File: config.mk
export PLATFORM = sky130hd
export DESIGN_NAME = fir_filter_param
export DESIGN_NICKNAME = d
export VERILOG_FILES = /design/src/rtl/fir_pkg.sv /design/src/rtl/fir_mac.sv /design/src/rtl/fir_filter_param.sv
export SDC_FILE = /design/constraint.sdc
export NUM_CORES = 1
export LEC_CHECK = 0
export BUFFER_PORTS_ARGS = -buffer_cell sky130_fd_sc_hd__buf_2
export CAP_MARGIN = 20
export CORE_MARGIN = 3
export CORE_UTILIZATION = 50
export CTS_BUF_LIST = sky130_fd_sc_hd__clkbuf_16
export DETAILED_ROUTE_END_ITERATION = 10
export PLACE_DENSITY = 0.69
export SYNTH_ARGS = -nofsm -noshare
export SYNTH_HDL_FRONTEND = slang
export SYNTH_SLANG_ARGS = --single-unit
File: constraint.sdc
create_clock -name clk -period 7 [get_ports clk]
set_clock_uncertainty 0.15 [all_clocks]
set_input_delay 1.05 -clock clk [delete_from_list [all_inputs] [get_ports clk]]
set_output_delay 1.05 -clock clk [all_outputs]
set_load 0.02 [all_outputs]
File: src/rtl/fir_pkg.sv
// Shared types and width helpers for the parametrised FIR core.
package fir_pkg;

    typedef enum logic [2:0] {
        IDLE,
        LOAD,
        SHIFT,
        MAC,
        DONE
    } state_t;

    // Ceiling log2; returns 0 for v <= 1.
    function automatic int unsigned clog2(input int unsigned v);
        int unsigned r;
        r = 0;
        while ((64'(1) << r) < 64'(v)) begin
            r = r + 1;
        end
        return r;
    endfunction

    // Accumulator width: full product plus growth for summing ntaps products.
    function automatic int unsigned acc_width(input int unsigned data_w,
                                              input int unsigned coef_w,
                                              input int unsigned ntaps);
        return data_w + coef_w + clog2(ntaps);
    endfunction

endpackage

File: src/rtl/fir_mac.sv
// Signed multiply-accumulate with synchronous clear and enable.
module fir_mac #(
    parameter int unsigned A_W   = 16,
    parameter int unsigned B_W   = 16,
    parameter int unsigned ACC_W = 34
) (
    input  logic                    clk,
    input  logic                    n_reset,
    input  logic                    clr,
    input  logic                    en,
    input  logic signed [A_W-1:0]   a,
    input  logic signed [B_W-1:0]   b,
    output logic signed [ACC_W-1:0] acc
);

    logic signed [A_W+B_W-1:0] prod;

    assign prod = a * b;

    always_ff @(posedge clk or negedge n_reset) begin
        if (!n_reset) begin
            acc <= '0;
        end else if (clr) begin
            acc <= '0;
        end else if (en) begin
            acc <= acc + ACC_W'(prod);
        end
    end

endmodule

File: src/rtl/fir_filter_param.sv
// Sequential single-MAC FIR filter with runtime-loadable coefficients.
// Define FIR_SATURATE_EN to clamp overflowing magnitudes instead of wrapping.
module fir_filter_param
    import fir_pkg::*;
#(
    parameter int unsigned DATA_W     = 16,
    parameter int unsigned COEF_W     = 16,
    parameter int unsigned NTAPS      = 4,
    parameter int unsigned FRAC_W     = 15,
    parameter int unsigned SAMPLE_CNT = 1000
) (
    input  logic              clk,
    input  logic              n_reset,
    input  logic [DATA_W-1:0] sample_data,
    input  logic              data_ready,
    input  logic [COEF_W-1:0] fir_coefficient,
    input  logic              load_coeff,
    output logic              modwait,
    output logic              coeff_ready,
    output logic              out_valid,
    output logic [DATA_W-1:0] fir_out,
    output logic              one_k_samples,
    output logic              err
);

    localparam int unsigned ACC_W = acc_width(DATA_W, COEF_W, NTAPS);
    localparam int unsigned IDX_W = clog2(NTAPS);
    localparam int unsigned CNT_W = (clog2(SAMPLE_CNT) > 0) ? clog2(SAMPLE_CNT) : 1;
    localparam logic [IDX_W-1:0] LAST_IDX = IDX_W'(NTAPS - 1);
    localparam logic [CNT_W-1:0] LAST_CNT = CNT_W'(SAMPLE_CNT - 1);

    state_t                   state;
    logic [IDX_W-1:0]         ptr;
    logic [IDX_W-1:0]         k;
    logic [CNT_W-1:0]         cnt;
    logic                     data_d1, data_d2;
    logic                     load_d1, load_d2;
    logic                     data_rise, load_rise;
    logic signed [DATA_W-1:0] x    [NTAPS];
    logic signed [COEF_W-1:0] coef [NTAPS];
    logic signed [DATA_W-1:0] sample_q;
    logic signed [COEF_W-1:0] coef_q;
    logic                     mac_clr, mac_en;
    logic signed [ACC_W-1:0]  acc;
    logic signed [ACC_W-1:0]  scaled;
    logic [ACC_W-1:0]         mag;
    logic                     overflow;
    logic [DATA_W-1:0]        result;

    // Registered copies of the level inputs; a held level yields one request.
    always_ff @(posedge clk or negedge n_reset) begin
        if (!n_reset) begin
            data_d1 <= 1'b0;
            data_d2 <= 1'b0;
            load_d1 <= 1'b0;
            load_d2 <= 1'b0;
        end else begin
            data_d1 <= data_ready;
            data_d2 <= data_d1;
            load_d1 <= load_coeff;
            load_d2 <= load_d1;
        end
    end

    assign data_rise = data_d1 & ~data_d2;
    assign load_rise = load_d1 & ~load_d2;

    assign mac_clr = (state == SHIFT);
    assign mac_en  = (state == MAC);

    fir_mac #(
        .A_W  (DATA_W),
        .B_W  (COEF_W),
        .ACC_W(ACC_W)
    ) u_mac (
        .clk    (clk),
        .n_reset(n_reset),
        .clr    (mac_clr),
        .en     (mac_en),
        .a      (x[k]),
        .b      (coef[k]),
        .acc    (acc)
    );

    // Scale, take magnitude and resolve overflow of the final accumulator.
    always_comb begin
        scaled   = acc >>> FRAC_W;
        mag      = scaled[ACC_W-1] ? ACC_W'(-scaled) : ACC_W'(scaled);
        overflow = |mag[ACC_W-1:DATA_W];
`ifdef FIR_SATURATE_EN
        result   = overflow ? {DATA_W{1'b1}} : mag[DATA_W-1:0];
`else
        result   = mag[DATA_W-1:0];
`endif
    end

    // Sequencer: coefficient load, delay-line shift, MAC sweep, writeback.
    always_ff @(posedge clk or negedge n_reset) begin
        if (!n_reset) begin
            state         <= IDLE;
            ptr           <= '0;
            k             <= '0;
            cnt           <= '0;
            sample_q      <= '0;
            coef_q        <= '0;
            modwait       <= 1'b0;
            coeff_ready   <= 1'b0;
            out_valid     <= 1'b0;
            fir_out       <= '0;
            one_k_samples <= 1'b0;
            err           <= 1'b0;
            for (int i = 0; i < NTAPS; i++) begin
                x[i]    <= '0;
                coef[i] <= '0;
            end
        end else begin
            out_valid     <= 1'b0;
            one_k_samples <= 1'b0;
            case (state)
                IDLE: begin
                    if (load_rise) begin
                        coef_q  <= fir_coefficient;
                        state   <= LOAD;
                        modwait <= 1'b1;
                        if (data_rise) begin
                            err <= 1'b1;
                        end
                    end else if (data_rise) begin
                        if (coeff_ready) begin
                            sample_q <= sample_data;
                            state    <= SHIFT;
                            modwait  <= 1'b1;
                        end else begin
                            err <= 1'b1;
                        end
                    end
                end
                LOAD: begin
                    coef[ptr] <= coef_q;
                    if (ptr == LAST_IDX) begin
                        ptr         <= '0;
                        coeff_ready <= 1'b1;
                    end else begin
                        ptr <= ptr + 1'b1;
                    end
                    // Start of a fresh coefficient set restarts the result count.
                    if (coeff_ready && ptr == '0) begin
                        cnt <= '0;
                    end
                    if (data_rise) begin
                        err <= 1'b1;
                    end
                    state   <= IDLE;
                    modwait <= 1'b0;
                end
                SHIFT: begin
                    for (int i = 1; i < NTAPS; i++) begin
                        x[i] <= x[i-1];
                    end
                    x[0]  <= sample_q;
                    err   <= data_rise;
                    k     <= '0;
                    state <= MAC;
                end
                MAC: begin
                    if (data_rise) begin
                        err <= 1'b1;
                    end
                    if (k == LAST_IDX) begin
                        state <= DONE;
                    end else begin
                        k <= k + 1'b1;
                    end
                end
                DONE: begin
                    fir_out   <= result;
                    out_valid <= 1'b1;
                    if (overflow || data_rise) begin
                        err <= 1'b1;
                    end
                    if (cnt == LAST_CNT) begin
                        cnt           <= '0;
                        one_k_samples <= 1'b1;
                    end else begin
                        cnt <= cnt + 1'b1;
                    end
                    state   <= IDLE;
                    modwait <= 1'b0;
                end
                default: begin
                    state   <= IDLE;
                    modwait <= 1'b0;
                end
            endcase
        end
    end

endmodule

### Yosys cells after proc, flatten, opt, wreduce, memory -nomap -nowiden

Index checks and enable logic that the tools add are counted.

| word-level totals | value |
|---|---|
| flip-flop bits (word level) | 236 |
| word-level logic and storage cells | 111 |

| operators by class | value |
|---|---|
| $add $sub $neg | 5 |
| $mul | 1 |
| $lt $le $gt $ge | 3 |
| equal/unequal tests | 14 |
| muxes and demuxes | 36 |
| bitwise operators | 8 |
| reductions and logical operators | 19 |

Operators by type and width:

| operator | number |
|---|---|
| 2-to-1 mux 34 bit | 3 |
| 2-to-1 mux 16 bit | 5 |
| binary-select mux 16 bit (select 2 bit) | 2 |
| bitwise mux 64 bit | 1 |
| adder 34 x 32 -> 34 bit | 1 |
| negator 19 -> 34 bit | 1 |
| demux 16 bit (select 2 bit) | 1 |
| multiplier 16 x 16 -> 32 bit | 1 |
| 2-to-1 mux 10 bit | 2 |
| case mux 10 bit (2 select lines) | 1 |
| OR reduction 18 bit | 1 |
| 2-to-1 mux 3 bit | 4 |
| 2-to-1 mux 1 bit | 11 |
| adder 10 x 1 -> 10 bit, second input constant | 1 |
| equality test 10 bit, second input constant | 1 |
| != test 3 bit, second input constant | 3 |
| case mux 3 bit (3 select lines) | 1 |
| AND reduction 2 bit | 4 |
| AND reduction 4 bit | 2 |
| equality test 3 x 2 -> 1 bit, second input constant | 2 |
| >= comparator 3 bit, second input constant | 2 |
| != test 2 bit, second input constant | 3 |
| NOT 2 -> 3 bit | 2 |
| AND reduction 3 bit | 2 |
| 19 further kinds | 29 |

### Longest topological paths before layout

| depth | value |
|---|---|
| depth after elaboration | 8 |
| depth in mapped cells | 28 |

### Modules after synthesis

From an unflattened synthesis, not the netlist that was laid out.

| second synthesis, totals | value |
|---|---|
| cell total of the unflattened synthesis | 2110 |
| area total of the unflattened synthesis | 21608.2 µm² |

By module, submodules not included:

| module | times used | cells each | area each (µm²) |
|---|---|---|---|
| fir_mac | 1 | 1358 | 12762.2 |
| fir_filter_param | 1 | 752 | 8846.0 |

### Worst setup path after synthesis

OpenSTA, ideal clock, no wires.

| path | value |
|---|---|
| path type | reg2reg |
| start point | register k[1] |
| end point | register u_mac.acc[33] |
| setup time | 126 ps |
| arrival | 6755 ps |
| data required time | 6724 ps |
| slack | -31 ps |
| cell stages (with the launch flop) | 26 |
| path buffers | 4 |
| period minus slack after synthesis | 7031 ps |
| cell sequence | dfrtp_1 buf_2 buf_1 mux2_2 o21ai_1 clkbuf_1 nor2_1 fa_1 fa_1 inv_1 fa_1 inv_1 fa_1 fa_1 inv_1 fa_1 inv_1 ha_1 buf_2 a211oi_1 o21bai_1 a311o_1 a21o_1 nor2_1 o21ai_0 a221o_1 |

| between the ends | value |
|---|---|
| word-level cells in the longest chain between the ends | 8 |
| elaborated cells on any way between the ends | 11 |
| classes of those cells | add/sub (1); mul (1); mux (8); bitwise (1) |

RTL lines:

| element | line | text |
|---|---|---|
| start, declared | fir_filter_param.sv:34 | `logic [IDX_W-1:0] k;` |
| start signal, assigned | fir_filter_param.sv:172 | `k <= k + 1'b1;` |
| NOT 2 -> 3 bit (not written as such) (*) | fir_filter_param.sv:80, fir_filter_param.sv:81 |  |
| binary-select mux 16 bit (select 2 bit), on equally long branches | fir_filter_param.sv:80, fir_filter_param.sv:81 |  |
| 2-to-1 mux 16 bit, on equally long branches (2 in series) | fir_filter_param.sv:80, fir_filter_param.sv:81 |  |
| multiplier 16 x 16 -> 32 bit (*) | fir_mac.sv:18 | `assign prod = a * b;` |
| adder 34 x 32 -> 34 bit (*) | fir_mac.sv:26 | `acc <= acc + ACC_W'(prod);` |
| 2-to-1 mux 34 bit (*) | fir_mac.sv:25 | `end else if (en) begin` |
| 2-to-1 mux 34 bit (*) | fir_mac.sv:23 | `end else if (clr) begin` |
| end signal, assigned | fir_mac.sv:26 |  |
| end, declared | fir_mac.sv:13 | `output logic signed [ACC_W-1:0] acc` |

Mark *: on every way between the ends. The rest lies on a longest branch, timed or not. The select of a mux whose other input is x is not followed.
A chain may end at the register's enable or synchronous reset.

### Worst setup path after layout

| path | value |
|---|---|
| start point | register k[0] |
| end point | register u_mac.acc[33] |

The elaborated chain is that of the path after synthesis.

==> metrics.md <==
| Metric | Value |
|---|---|
| Status | finished clean |
| Initial antenna violation count | 1 |
| Core region area | 42230 sq um |
| Critical Path Slowest Stage Cell | mux4_2 |
| Commonest non-fill, non-tap cells in the layout | 363 x inv_1, 303 x fa_1, 234 x dfrtp_1, 203 x nand2_1, 182 x mux2_2 |
| Critical Path Max Stage Delay | about 0.58 ns |
| Mapped cell area | about 22000 sq um |
| Hold Buf Count CTS | 0 |
| Synth cell types | 70 |
| Layout cells sized above 1 | 21.42% |
| Min Tclk post-route | 6.790 ns |
| Initial drt markers | 906 |
| RR Startpoint | k[0] |
| Crit-path most repeated cell | fa_1 |
| Period utilization | 97.01% |
| H-Tree Depth | 1 |
| Root Driver | clkbuf_16 |
| Die span in y | 213.4 um |
| Port buffer count | 56 |
| Largest net degree at the start of global routing | 180 |
| Row count | 75 |
| Synth warn | 0 |
| Initial Util | 50.95% |
| Cts bufs inserted | 26 |
| Inserted Diodes | 0 |
| Worst-margin pin slew | 1.053 ns |
| Mapped Nets | 2499 |
| Die W | 213.4 um |
| Crit Path Class | register to register |
| Flops & latches, synth | 236 |
| Final core occ | 57.62% |
| RSZ-0062 raised after global routing | yes |
| Ys flop type | dfrtp_1 |
| Final WS setup | 0.2096 ns |
| Post-synth EDFFs | 0 |
| Sequential area share after synthesis | a little over a quarter |
| Startpoint Class | register |
| First-pass GRT wire length | a little over 80 mm |
| Hold_sp | data_d1 |
| CP required | roughly 7.3 ns |
| Remaining global-route overflow | 0 |
| # DRC | 0 |
| Crit path buf inv count | 6 |
| I/O pins | 57 |
| Max clock buf depth | 3 |
| Fin nets | 2625 |
| Clk_lat worst skew | 0.56 ns |
| Class of the worst hold path | register to register |
| Critical Path AT | 7.09 ns |
| Crit path max-delay family | adder cells |
| Clock Sink Count | 236 |
| Via count | 14.64k |
| Final HPWL DP | 38.40 mm |
| Clk slew on worst S/H paths | 0.07 ns |
| Headroom to the max-slew limit | 29.77% |
| Worst-path maximum fanout | 8 |
| Area growth from synthesis to layout | 13.10% |
| CP Cell Sequence | buf_6, buf_4, mux4_2, buf_4, nor2b_1, fa_1, fa_1, fa_1, fa_1, fa_1, inv_1, fa_1, inv_1, ha_4, nand3_2, nor4_4, nand4_1, buf_4, a21oi_4, nor2_2, o2111a_1, a221o_1 |
| Total GRT Usage | 22.30% |
| Final wirelength | 49.04 mm |
| Crit end category | register |
| Fmax achieved | 147.3 MHz |
| CTS tree | built |
| Leading cell type in the layout, fill and taps excluded | inv_1 |
| Place WS | between 0.15 and 0.2 ns |
| R2R Setup Slk | 0.21 ns |
| # Max-Cap Violations | 0 |
| Final hold vios | 0 |
| Area of the die | 45550 sq um |
| ANT nets after route | 0 |
| Final setup viols | 0 |
| Avg Inst Size Synth | 10.50 sq um |
| Gpl congestion | 0.9516 |
| Cells after Synth | 2049 |
| Router iterations before antenna repair | 5 |
| DR vias/cell | 5.356 |
| Vias in the first global route | 15.50k |
| Routed len/inst | around 18 um |
| Critical path startpoint | k[0] |
| Slew Limit Fails | 0 |
| FFs w/ async S/R, synth | 100.0% |
## what timing repair did
| item | in CTS | in global routing |
|---|---|---|
| setup endpoints to repair | 0 | 14 |
| gates resized for setup | 0 | 53 |
| hold endpoints to repair | 0 | 0 |
| setup buffers | 0 | 26 |
## sequential cells by signal (all words and copies together), names as in the netlist, 2 cells and up
| register | flops |
|---|---|
| sample_q | 16 |
| k | 2 |
| coef | 64 |
| u_mac.acc | 34 |
| coef_q | 16 |
| fir_out | 16 |
| state | 3 |
| cnt | 10 |
| ptr | 2 |
| x | 64 |
## stage by stage
stage               area, sq um  hold slack (ns)  std cells  TNS [ns]
floorplan                 21520           0.1965       2049         0
global placement          22950           0.2076       2656         0
detailed placement        22950           0.2099       2656         0
CTS                       23780           0.2240       2703         0
global route              24330           0.2325       2733   -0.3191
finish                    24330           0.2213       2733         0
## layout make-up
cell class | count | area, sq um
clock buffers | 26 | 650.6
clock inverters | 21 | 178.9
fillers | 3565 | 17900
inverters | 358 | 1344
multi-input cells | 1372 | 14130
flip-flops and latches | 236 | 5908
well taps | 539 | 674.4
repair buffers | 181 | 1441
## Yosys cell counts, types with 3 or more instances
cell type  instances  share of area [%]
xor2_1            27                1.1
nand3b_1           5               0.17
mux2i_1           23                1.1
nand4_1            5               0.15
o21a_1            19               0.66
fa_1             305                 28
xnor2_1           17               0.69
o32ai_1            3               0.12
a21o_1             8               0.28
nand2_1          204                3.6
mux4_2            11                1.2
o31ai_1            7               0.24
buf_2             25               0.58
nor2_1           139                2.4
mux2_2           182                9.5
nor4_1             3              0.087
or3_1              6               0.17
and2_1            34               0.99
or2_2              4               0.12
a221o_1            3               0.14
nand2b_1          13               0.38
o211ai_1           3               0.10
nor2b_1           18               0.52
nand3_1           19               0.44
dfrtp_1          236                 27
o21ai_1           24               0.56
a211oi_1           5               0.17
clkbuf_1          48               0.84
a21oi_1           48                1.1
and3_1             9               0.26
ha_1             109                6.3
inv_1            358                6.2
a32o_1             3               0.14
a31oi_1            5               0.15
nor3_1             9               0.21
o21ai_0           59                1.4
buf_1             10               0.17
nor3b_1            3               0.10
## cells by family (layout without fill, tap and decap cells)
group,count (synthesis),in the layout,synth area share (%)
adder cells (fa/ha/maj),414,414,34.72
buffers and inverters,441,586,7.839
AO/OA/AOI/OAI,216,216,6.351
multiplexers,216,216,11.75
XOR/XNOR,44,44,1.791
AND/OR/NAND/NOR,482,482,10.10
flip-flops,236,236,27.45
## worst reg2reg max path: stages (launching register included)
cell      delay [ns]
dfrtp_2         0.51
buf_6           0.17
buf_4           0.16
mux4_2          0.58
buf_4           0.17
nor2b_1         0.14
fa_1            0.52
fa_1            0.43
fa_1            0.53
fa_1            0.48
fa_1            0.51
inv_1           0.05
fa_1            0.48
inv_1           0.07
ha_4            0.29
nand3_2         0.09
nor4_4          0.30
nand4_1         0.13
buf_4           0.18
a21oi_4         0.19
nor2_2          0.07
o2111a_1        0.24
a221o_1         0.25
## metal layers
| metal | wire length [um] | share of wire [%] | vias up | global-route usage, % |
|---|---|---|---|---|
| met5 | 0 | 0 | - | 0 |
| met4 | 1444 | 2.9 | 0 | 5.811 |
| met3 | 3188 | 6.5 | 87 | 4.170 |
| met2 | 22160 | 45 | 444 | 34.83 |
| met1 | 22250 | 45 | 7335 | 32.52 |
| li1 | - | - | 6773 | - |
## path summary, 6_finish.rpt
check                      cells past startpoint             to
min in group asynchronous                      1   u_mac.acc[5]
max reg2reg                                   22  u_mac.acc[33]
min                                            0        data_d2
max                                           22  u_mac.acc[33]
min reg2reg                                    0        data_d2
max in group asynchronous                      2          x[40]
Power is left out: the tool's default activity adds up to more than one toggle a clock period on the data nets, which glitch-free logic cannot reach.
